===== src/rtl/mul_add_pipe_pkg.sv =====
// Shared widths and operand types for the multiply-add pipeline.
// Latency: n/a (type and constant definitions only).
// Backpressure: n/a.
package mul_add_pipe_pkg;

    localparam int A_W      = 12;  // quotient / multiplicand
    localparam int B_W      = 13;  // divisor / multiplier
    localparam int C_W      = 13;  // remainder / addend
    localparam int P_W      = 25;  // product, wide enough for 4095*8191+8191
    localparam int N_STAGES = 12;  // one Horner stage per bit of a
    localparam int LAT      = 13;  // enabled edges from input capture to output

    typedef logic [A_W-1:0] a_t;
    typedef logic [B_W-1:0] b_t;
    typedef logic [C_W-1:0] c_t;
    typedef logic [P_W-1:0] p_t;

endpackage


===== src/rtl/mul_add_pipe_if.sv =====
// Operand/result bundle between the divider-side producer and the multiply-add pipe.
// Latency: n/a (wires only).
// Backpressure: none; the producer stalls the pipe through en.
interface mul_add_pipe_if;
    import mul_add_pipe_pkg::*;

    logic en;
    logic in_valid;
    a_t   a;
    b_t   b;
    c_t   c;
    logic out_valid;
    p_t   product;

    modport master (output en, output in_valid, output a, output b, output c,
                    input  out_valid, input product);
    modport slave  (input  en, input  in_valid, input  a, input  b, input  c,
                    output out_valid, output product);
endinterface


===== src/rtl/mul_add_pipe_stage.sv =====
// One Horner step: acc_out = (acc_in << 1) + (a_in[BIT] ? b_in : 0), operands carried along.
// Latency: 1 enabled edge.
// Backpressure: none; holds every register while en=0.
module mul_add_stage
    import mul_add_pipe_pkg::*;
#(
    parameter int BIT = 0
) (
    input  logic clk,
    input  logic rst,
    input  logic en,
    input  p_t   acc_in,
    input  a_t   a_in,
    input  b_t   b_in,
    input  c_t   c_in,
    input  logic v_in,
    output p_t   acc_out,
    output a_t   a_out,
    output b_t   b_out,
    output c_t   c_out,
    output logic v_out
);

    p_t w_addend;
    p_t w_acc_next;

    // The running sum never exceeds a*b < 2^25, so dropping acc_in's MSB on the shift is lossless.
    assign w_addend   = a_in[BIT] ? P_W'(b_in) : '0;
    assign w_acc_next = {acc_in[P_W-2:0], 1'b0} + w_addend;

    // Stage register: reset clears everything, otherwise load only on enabled edges.
    always_ff @(posedge clk) begin
        if (rst) begin
            acc_out <= '0;
            a_out   <= '0;
            b_out   <= '0;
            c_out   <= '0;
            v_out   <= 1'b0;
        end else if (en) begin
            acc_out <= w_acc_next;
            a_out   <= a_in;
            b_out   <= b_in;
            c_out   <= c_in;
            v_out   <= v_in;
        end
    end

endmodule


===== src/rtl/mul_add_pipe.sv =====
// Pipelined unsigned product = a*b + c; rebuilds the dividend from quotient/divisor/remainder.
// Latency: 13 enabled edges from input capture to product/out_valid; 1 result per enabled cycle.
// Backpressure: none; en=0 freezes every stage including the outputs.
module mul_add_pipe
    import mul_add_pipe_pkg::*;
(
    input  logic           clk,
    input  logic           rst,
    mul_add_pipe_if.slave  io_bus
);

    // Input register (stage 0). Loads bubbles too so the valid pattern is preserved.
    a_t   r_a;
    b_t   r_b;
    c_t   r_c;
    logic r_v;

    // Output register (stage 13).
    p_t   r_product;
    logic r_out_valid;

    // Inter-stage links; index k is the output of Horner stage k, index 0 seeds stage 1.
    p_t   w_acc [0:N_STAGES];
    a_t   w_a   [0:N_STAGES];
    b_t   w_b   [0:N_STAGES];
    c_t   w_c   [0:N_STAGES];
    logic w_v   [0:N_STAGES];

    // The last stage's copies of a and b have no consumer past the final addition.
    logic w_unused;

    // Capture operands on every enabled edge; reset wins over en so a reset-cycle input is dropped.
    always_ff @(posedge clk) begin
        if (rst) begin
            r_a <= '0;
            r_b <= '0;
            r_c <= '0;
            r_v <= 1'b0;
        end else if (io_bus.en) begin
            r_a <= io_bus.a;
            r_b <= io_bus.b;
            r_c <= io_bus.c;
            r_v <= io_bus.in_valid;
        end
    end

    assign w_acc[0] = '0;
    assign w_a[0]   = r_a;
    assign w_b[0]   = r_b;
    assign w_c[0]   = r_c;
    assign w_v[0]   = r_v;

    // Stage k consumes bit A_W-k of a, MSB first.
    for (genvar k = 1; k <= N_STAGES; k++) begin : g_stage
        mul_add_stage #(
            .BIT (A_W - k)
        ) u_stage (
            .clk     (clk),
            .rst     (rst),
            .en      (io_bus.en),
            .acc_in  (w_acc[k-1]),
            .a_in    (w_a[k-1]),
            .b_in    (w_b[k-1]),
            .c_in    (w_c[k-1]),
            .v_in    (w_v[k-1]),
            .acc_out (w_acc[k]),
            .a_out   (w_a[k]),
            .b_out   (w_b[k]),
            .c_out   (w_c[k]),
            .v_out   (w_v[k])
        );
    end

    assign w_unused = ^{w_a[N_STAGES], w_b[N_STAGES]};

    // Final addend; the maximum 4095*8191+8191 still fits P_W bits exactly.
    always_ff @(posedge clk) begin
        if (rst) begin
            r_product   <= '0;
            r_out_valid <= 1'b0;
        end else if (io_bus.en) begin
            r_product   <= w_acc[N_STAGES] + P_W'(w_c[N_STAGES]);
            r_out_valid <= w_v[N_STAGES];
        end
    end

    assign io_bus.product   = r_product;
    assign io_bus.out_valid = r_out_valid;

endmodule


===== src/flat_wrapper.sv =====
// flat-port wrapper written by rule: the top's interface ports become plain ports
module mul_add_pipe_flat import mul_add_pipe_pkg::*;
  (clk, rst, io_bus_en, io_bus_in_valid, io_bus_a, io_bus_b, io_bus_c, io_bus_out_valid, io_bus_product);
  mul_add_pipe_if io_bus_i ();
  input  logic clk;
  input  logic rst;
  input wire logic [$bits(io_bus_i.en)-1:0] io_bus_en;
  input wire logic [$bits(io_bus_i.in_valid)-1:0] io_bus_in_valid;
  input wire logic [$bits(io_bus_i.a)-1:0] io_bus_a;
  input wire logic [$bits(io_bus_i.b)-1:0] io_bus_b;
  input wire logic [$bits(io_bus_i.c)-1:0] io_bus_c;
  output wire logic [$bits(io_bus_i.out_valid)-1:0] io_bus_out_valid;
  output wire logic [$bits(io_bus_i.product)-1:0] io_bus_product;
  assign io_bus_i.en = io_bus_en;
  assign io_bus_i.in_valid = io_bus_in_valid;
  assign io_bus_i.a = io_bus_a;
  assign io_bus_i.b = io_bus_b;
  assign io_bus_i.c = io_bus_c;
  assign io_bus_out_valid = io_bus_i.out_valid;
  assign io_bus_product = io_bus_i.product;
  mul_add_pipe u_core (.clk(clk), .rst(rst), .io_bus(io_bus_i));
endmodule

===== config.mk =====
export PLATFORM = sky130hd
export DESIGN_NAME = mul_add_pipe_flat
export DESIGN_NICKNAME = d
export VERILOG_FILES = /design/src/rtl/mul_add_pipe_pkg.sv /design/src/rtl/mul_add_pipe_if.sv /design/src/rtl/mul_add_pipe_stage.sv /design/src/rtl/mul_add_pipe.sv /design/src/flat_wrapper.sv
export SDC_FILE = /design/constraint.sdc
export NUM_CORES = 2
export LEC_CHECK = 0
export CAP_MARGIN = 20
export CORE_ASPECT_RATIO = 0.75
export CORE_MARGIN = 2
export CORE_UTILIZATION = 67
export CTS_BUF_LIST = sky130_fd_sc_hd__clkbuf_8 sky130_fd_sc_hd__clkbuf_16
export DETAILED_ROUTE_END_ITERATION = 10
export PLACE_DENSITY = 0.92
export SLEW_MARGIN = 10
export SYNTH_ARGS = -nofsm -noshare
export SYNTH_HDL_FRONTEND = slang
export SYNTH_SLANG_ARGS = --single-unit

===== constraint.sdc =====
create_clock -name clk -period 4.7 [get_ports clk]
set_input_delay 0.705 -clock clk [delete_from_list [all_inputs] [get_ports clk]]
set_output_delay 0.705 -clock clk [all_outputs]
set_load 0.02 [all_outputs]

After elaboration in Yosys (flattened, before gate mapping)
Cells that the tools add are included.
{"block": "op_classes", "addsub": 12, "multipliers": 0, "n_div": 0, "n_lt_le_gt_ge": 0, "eq_ne": 0, "shift": 0, "n_mux": 12, "bitwise_logic": 0, "n_reduce_logical": 0}
{"operator": "13-bit two-way mux", "n": 12}
{"operator": "25-bit by 13-bit adder with 25-bit output", "n": 2}
{"operator": "24-bit by 13-bit adder with 24-bit output", "n": 1}
{"operator": "23-bit by 13-bit adder with 23-bit output", "n": 1}
{"operator": "22-bit by 13-bit adder with 22-bit output", "n": 1}
{"operator": "21-bit by 13-bit adder with 21-bit output", "n": 1}
{"operator": "20-bit by 13-bit adder with 20-bit output", "n": 1}
{"operator": "19-bit by 13-bit adder with 19-bit output", "n": 1}
{"operator": "18-bit by 13-bit adder with 18-bit output", "n": 1}
{"operator": "17-bit by 13-bit adder with 17-bit output", "n": 1}
{"operator": "16-bit by 13-bit adder with 16-bit output", "n": 1}
{"operator": "14-bit by 13-bit adder with 15-bit output", "n": 1}
{"block": "totals", "register_bits": 675, "latchBits": 0, "ram_bits": 0, "mem_bits_ro": 0, "in_bits": 42, "output_inout_bits": 26, "word_cells": 88, "n_memories": 0}

Logic depth before layout (Yosys ltp)
{"block": "logic_depth", "ltp_word": 2, "mapped_depth": 12, "ltp_nobuf": 11}

Cells and area by module
A second synthesis with hierarchy kept.
{"block": "unflattened", "hier_cells": 4381, "hier_area_um2": 40561.4}
{"module": "mul_add_stage (u_core.g_stage[1].u_stage ...)", "instances": 6, "cells_per_inst": 328, "area_per_inst_um2": 3064.2, "seq_area_each_um2": 1281.2}
{"module": "mul_add_stage (u_core.g_stage[11].u_stage ...)", "instances": 3, "cells_per_inst": 331, "area_per_inst_um2": 3067.9, "seq_area_each_um2": 1281.2}
{"module": "mul_add_pipe", "instances": 1, "cells_per_inst": 376, "area_per_inst_um2": 3402.0, "seq_area_each_um2": 1301.2}
{"module": "mul_add_stage (u_core.g_stage[9].u_stage)", "instances": 1, "cells_per_inst": 366, "area_per_inst_um2": 3358.2, "seq_area_each_um2": 1281.2}
{"module": "mul_add_stage (u_core.g_stage[8].u_stage)", "instances": 1, "cells_per_inst": 345, "area_per_inst_um2": 3156.8, "seq_area_each_um2": 1281.2}
{"module": "mul_add_stage (u_core.g_stage[10].u_stage)", "instances": 1, "cells_per_inst": 333, "area_per_inst_um2": 3055.4, "seq_area_each_um2": 1281.2}

Worst setup path after synthesis
No wires, ideal clock.
{"block": "synth_timing", "path_type": "reg2reg", "from": "register u_core.g_stage[7].u_stage.a_out[4]", "to": "register u_core.g_stage[8].u_stage.acc_out[15]", "setup_ps": 137, "arrival_time_ps": 2526, "t_required_ps": 4563, "setup_slack_ps": 2037, "stages_incl_launch_ff": 12, "path_buffers": 1, "period_less_slack_ps": 2663, "cell_sequence": "dfxtp_1 clkbuf_1 and2_1 ha_1 fa_1 a211oi_1 o211ai_1 a221o_1 a31o_2 nand3_1 xor2_1 a211oi_1"}
{"block": "synth_between", "elab_chain_len": 2}
{"element": "start: declaration", "line_no": "mul_add_pipe_stage.sv:18", "source": "output a_t a_out,"}
{"element": "start signal: assignment", "line_no": "mul_add_pipe_stage.sv:41", "source": "a_out <= a_in;"}
{"element": "13-bit two-way mux", "line_no": "mul_add_pipe_stage.sv:28", "source": "assign w_addend = a_in[BIT] ? P_W'(b_in) : '0;"}
{"element": "21-bit by 13-bit adder with 21-bit output", "line_no": "mul_add_pipe_stage.sv:29", "source": "assign w_acc_next = {acc_in[P_W-2:0], 1'b0} + w_addend;"}
{"element": "end signal: assignment", "line_no": "mul_add_pipe_stage.sv:40", "source": "acc_out <= w_acc_next;"}
{"element": "end: declaration", "line_no": "mul_add_pipe_stage.sv:17", "source": "output p_t acc_out,"}
Every way passes these cells.
A chain may end at the register's enable or synchronous reset.

Worst setup path in the final report
{"block": "layout_timing", "from": "register u_core.g_stage[6].u_stage.a_out[5]", "to": "register u_core.g_stage[7].u_stage.acc_out[13]"}
{"block": "layout_between", "elab_chain_len": 2}
{"element": "start: declaration", "line_no": "mul_add_pipe_stage.sv:18"}
{"element": "start signal: assignment", "line_no": "mul_add_pipe_stage.sv:41"}
{"element": "13-bit two-way mux", "line_no": "mul_add_pipe_stage.sv:28"}
{"element": "20-bit by 13-bit adder with 20-bit output", "line_no": "mul_add_pipe_stage.sv:29"}
{"element": "end signal: assignment", "line_no": "mul_add_pipe_stage.sv:40"}
{"element": "end: declaration", "line_no": "mul_add_pipe_stage.sv:17"}
Every way passes these cells.

==> results.txt <==
status: finished clean
gr usage total: 0.294
reg-to-reg critical path startpoint: u_core.g_stage[6].u_stage.a_out[5]$_SDFFE_PP0P_
Worst-path clk slew: 0.07 ns
CP max-delay cell: dfxtp_1
largest net degree at the start of global routing: 231
Num CTS Buffers: 61
DP HPWL: 44700 um
Hold Startpoint: rst
Post-CTS Hold Buffers: 0
CTS sink cnt: 675
Initial DRT Pass Iterations: 5
Clock Latency Late Sink: 0.67 ns
Net Sw Frac: 0.231
Worst Skew: 0.0693 ns
register area share after synthesis: 0.427
Post-Syn Nets: 3621
FFs w/ async S/R, synth: 0
Remaining Overflow, GRT: 0
Post-Route Setup TNS: 0 ns
Slew headroom: 0.278
DIE WIDTH: 255 um
Setup Crit Path Kind: reg -> reg
CTS tree: yes
Clock power frac: 0.454
buffers added on ports: 67
crit path capture type: flop
vias in the first global route: 23800
Root Buffer: clkbuf_16
Area Overhead vs Synth: 9.89%
RSZ-0062 raised after global routing: false
Final period util: 0.739
postcts setup bufs: 0
Yosys cell types: 84
# H-tree levels: 2
Yosys warning total: 0
PD cells: 338 mW/mm^2
I/O pin total: 68
Final nets: 3591
CP max FO: 14
first-pass GRT wire length: 119000 um
final slew viol count: 0
final instance area: 0.0347 mm^2
Synth Flop Type: dfxtp_1
RePlAce Congestion: 0.873
final hold vios: 0
ANT cells: 0
start point of the critical path: u_core.g_stage[6].u_stage.a_out[5]$_SDFFE_PP0P_
Post-synth EDFFs: 0
Avg Inst Size Synth: 9.24 um^2
Crit path required time: 5.24 ns
max-cap violation count: 0
final setup vio count: 0
Area after DPL: 0.0326 mm^2
core area: 0.0463 mm^2
Initial Util: 0.683
row count: 68
critical path cell sequence: and2_1 -> ha_1 -> inv_1 -> fa_1 -> nor2b_1 -> o21ai_1 -> a211oi_1 -> o31ai_2 -> a2111oi_0 -> a31oi_1 -> o21ai_0
CP max stage delay: 0.67 ns
Die H: 192 um
Total Wirelength: 72900 um
Mapped Area: 0.0316 mm^2
post-cts repair resize count: 0
via count: 24600
fillers: 2888
Gate Count Post-Synth: 3422
final hold slack: 0.402 ns
VDD IR max: 336 uV
die area: 0.0490 mm^2
crit path time final: 3.47 ns
Static Leak: 15.1 nW
Yosys reg bits: 675
CTS max path bufs: 3
worst-margin pin slew: 1.08 ns
Reg power frac: 0.499
layout cell share with drive strength beyond 1: 0.0534
arrival time at the worst endpoint: 4.01 ns
initial antenna violation count: 0
f_max: 0.288 GHz
switching power: 2.71 mW
First DRT Iteration DRCs: 2128
post-route antenna net violation count: 0
DRC: 0
average vias per placed instance: 6.04
WL per Instance: 17.9 um
combinational share of power: 0.047
Worst Setup Start Kind: flop
Internal: 9.04 mW
Worst Hold Class: in -> reg
-- routing by layer --
layer	vias up	global-route usage	wire, um
li1	11900	-	-
met1	11800	0.400	33000
met2	765	0.482	34000
met3	154	0.0426	4030
met4	0	0.0967	1940
met5	-	0	0
-- worst paths after layout --
kind         slack [ns]                                                 end  depth (start not counted)
max reg2reg        1.23  u_core.g_stage[7].u_stage.acc_out[13]$_SDFFE_PP0P_                         11
min                0.40     u_core.g_stage[2].u_stage.c_out[6]$_SDFFE_PP0P_                          2
max                1.23  u_core.g_stage[7].u_stage.acc_out[13]$_SDFFE_PP0P_                         11
min reg2reg        0.44              u_core.io_bus.product[24]$_SDFFE_PP0P_                          2
-- cell usage after synthesis (all sizes together), types with 13 or more instances --
cell type	count	area, um^2
a211oi	65	508
a21o	46	345
a21oi	135	691
a22oi	16	120
a31oi	15	113
and2	134	838
and3	25	156
buf	57	270
clkbuf	122	458
dfxtp	675	13500
ha	145	1810
inv	45	169
mux2i	486	4860
nand2	194	731
nand3	36	180
nor2	637	2390
nor2b	15	93.8
nor3	40	205
nor4	13	81.3
o211ai	15	118
o21a	17	128
o21ai	152	772
o21bai	15	116
or3	13	81.3
xnor2	98	858
xor2	62	543
-- placed cells by master (no fill, tap or decap), types with 32 or more instances in the layout --
master	count
o21ai_1	32
dfxtp_1	675
nor2_1	635
clkbuf_16	61
o21ai_0	117
xnor2_1	98
inv_1	48
nor3_1	39
and2_1	134
clkdlybuf4s50_1	65
a21oi_1	131
ha_1	145
a211oi_1	61
mux2i_1	486
nand2_1	193
nand3_1	36
a21o_1	46
xor2_1	62
-- state kept, by name, summed over array words and instances, names as in the netlist --
register / cells
u_core.io_bus.product: 25
u_core.r_c: 13
u_core.io_bus.out_valid: 1
u_core.g_stage.u_stage.v_out: 12
u_core.g_stage.u_stage.a_out: 66
u_core.r_v: 1
u_core.g_stage.u_stage.c_out: 156
u_core.g_stage.u_stage.acc_out: 233
u_core.r_a: 12
u_core.r_b: 13
u_core.g_stage.u_stage.b_out: 143
-- cell families after synthesis --
group                      after synthesis  synth area share
xor gates and xnor gates               160            0.0443
muxes                                  487             0.154
AOI/OAI and AO/OA                      553             0.116
adders and majority gates              157            0.0650
buffers and inverters                  224            0.0284
DFF                                    675             0.427
and+or+nand+nor                       1166             0.164
-- layout make-up --
cell class / count / area [um^2] / area share
Inverter: 45 / 169 / 0.00486
Tap cell: 630 / 788 / 0.0227
Timing Repair Buffer: 86 / 873 / 0.0251
Clock buffer: 73 / 1690 / 0.0487
Clock inverter: 42 / 490 / 0.0141
Multi-Input combinational cell: 2523 / 17200 / 0.496
Sequential cell: 675 / 13500 / 0.389
-- power groups by stage --
stage	combinational [mW]	sequential, mW	clock, mW
global placement	0.528	5.98	0
floorplan	0.416	5.97	0
finish	0.555	5.86	5.33
CTS	0.549	5.86	5.37
global route	0.593	5.87	5.59
detailed placement	0.539	5.99	0
-- worst max-delay path: cells and delay by family (launching register included) --
kind / cells / cell delay [ns]
AO/OA/AOI/OAI: 6 / 1.56
buffers and inverters: 1 / 0.07
adder cells (fa/ha/maj): 2 / 0.64
AND/OR/NAND/NOR: 2 / 0.43
flip-flops: 1 / 0.67
-- through the flow --
step / total power [mW] / util / worst slack [ns] / cells
after global routing: 12.1 / 0.751 / 0.971 / 4074
after global placement: 6.51 / 0.703 / 1.48 / 3959
final: 11.7 / 0.751 / 1.23 / 4074
after CTS: 11.8 / 0.751 / 1.32 / 4074
after detailed placement: 6.53 / 0.703 / 1.39 / 3959
after floorplan: 6.38 / - / 2.04 / 3422
Power figures use the tool's default switching activity.
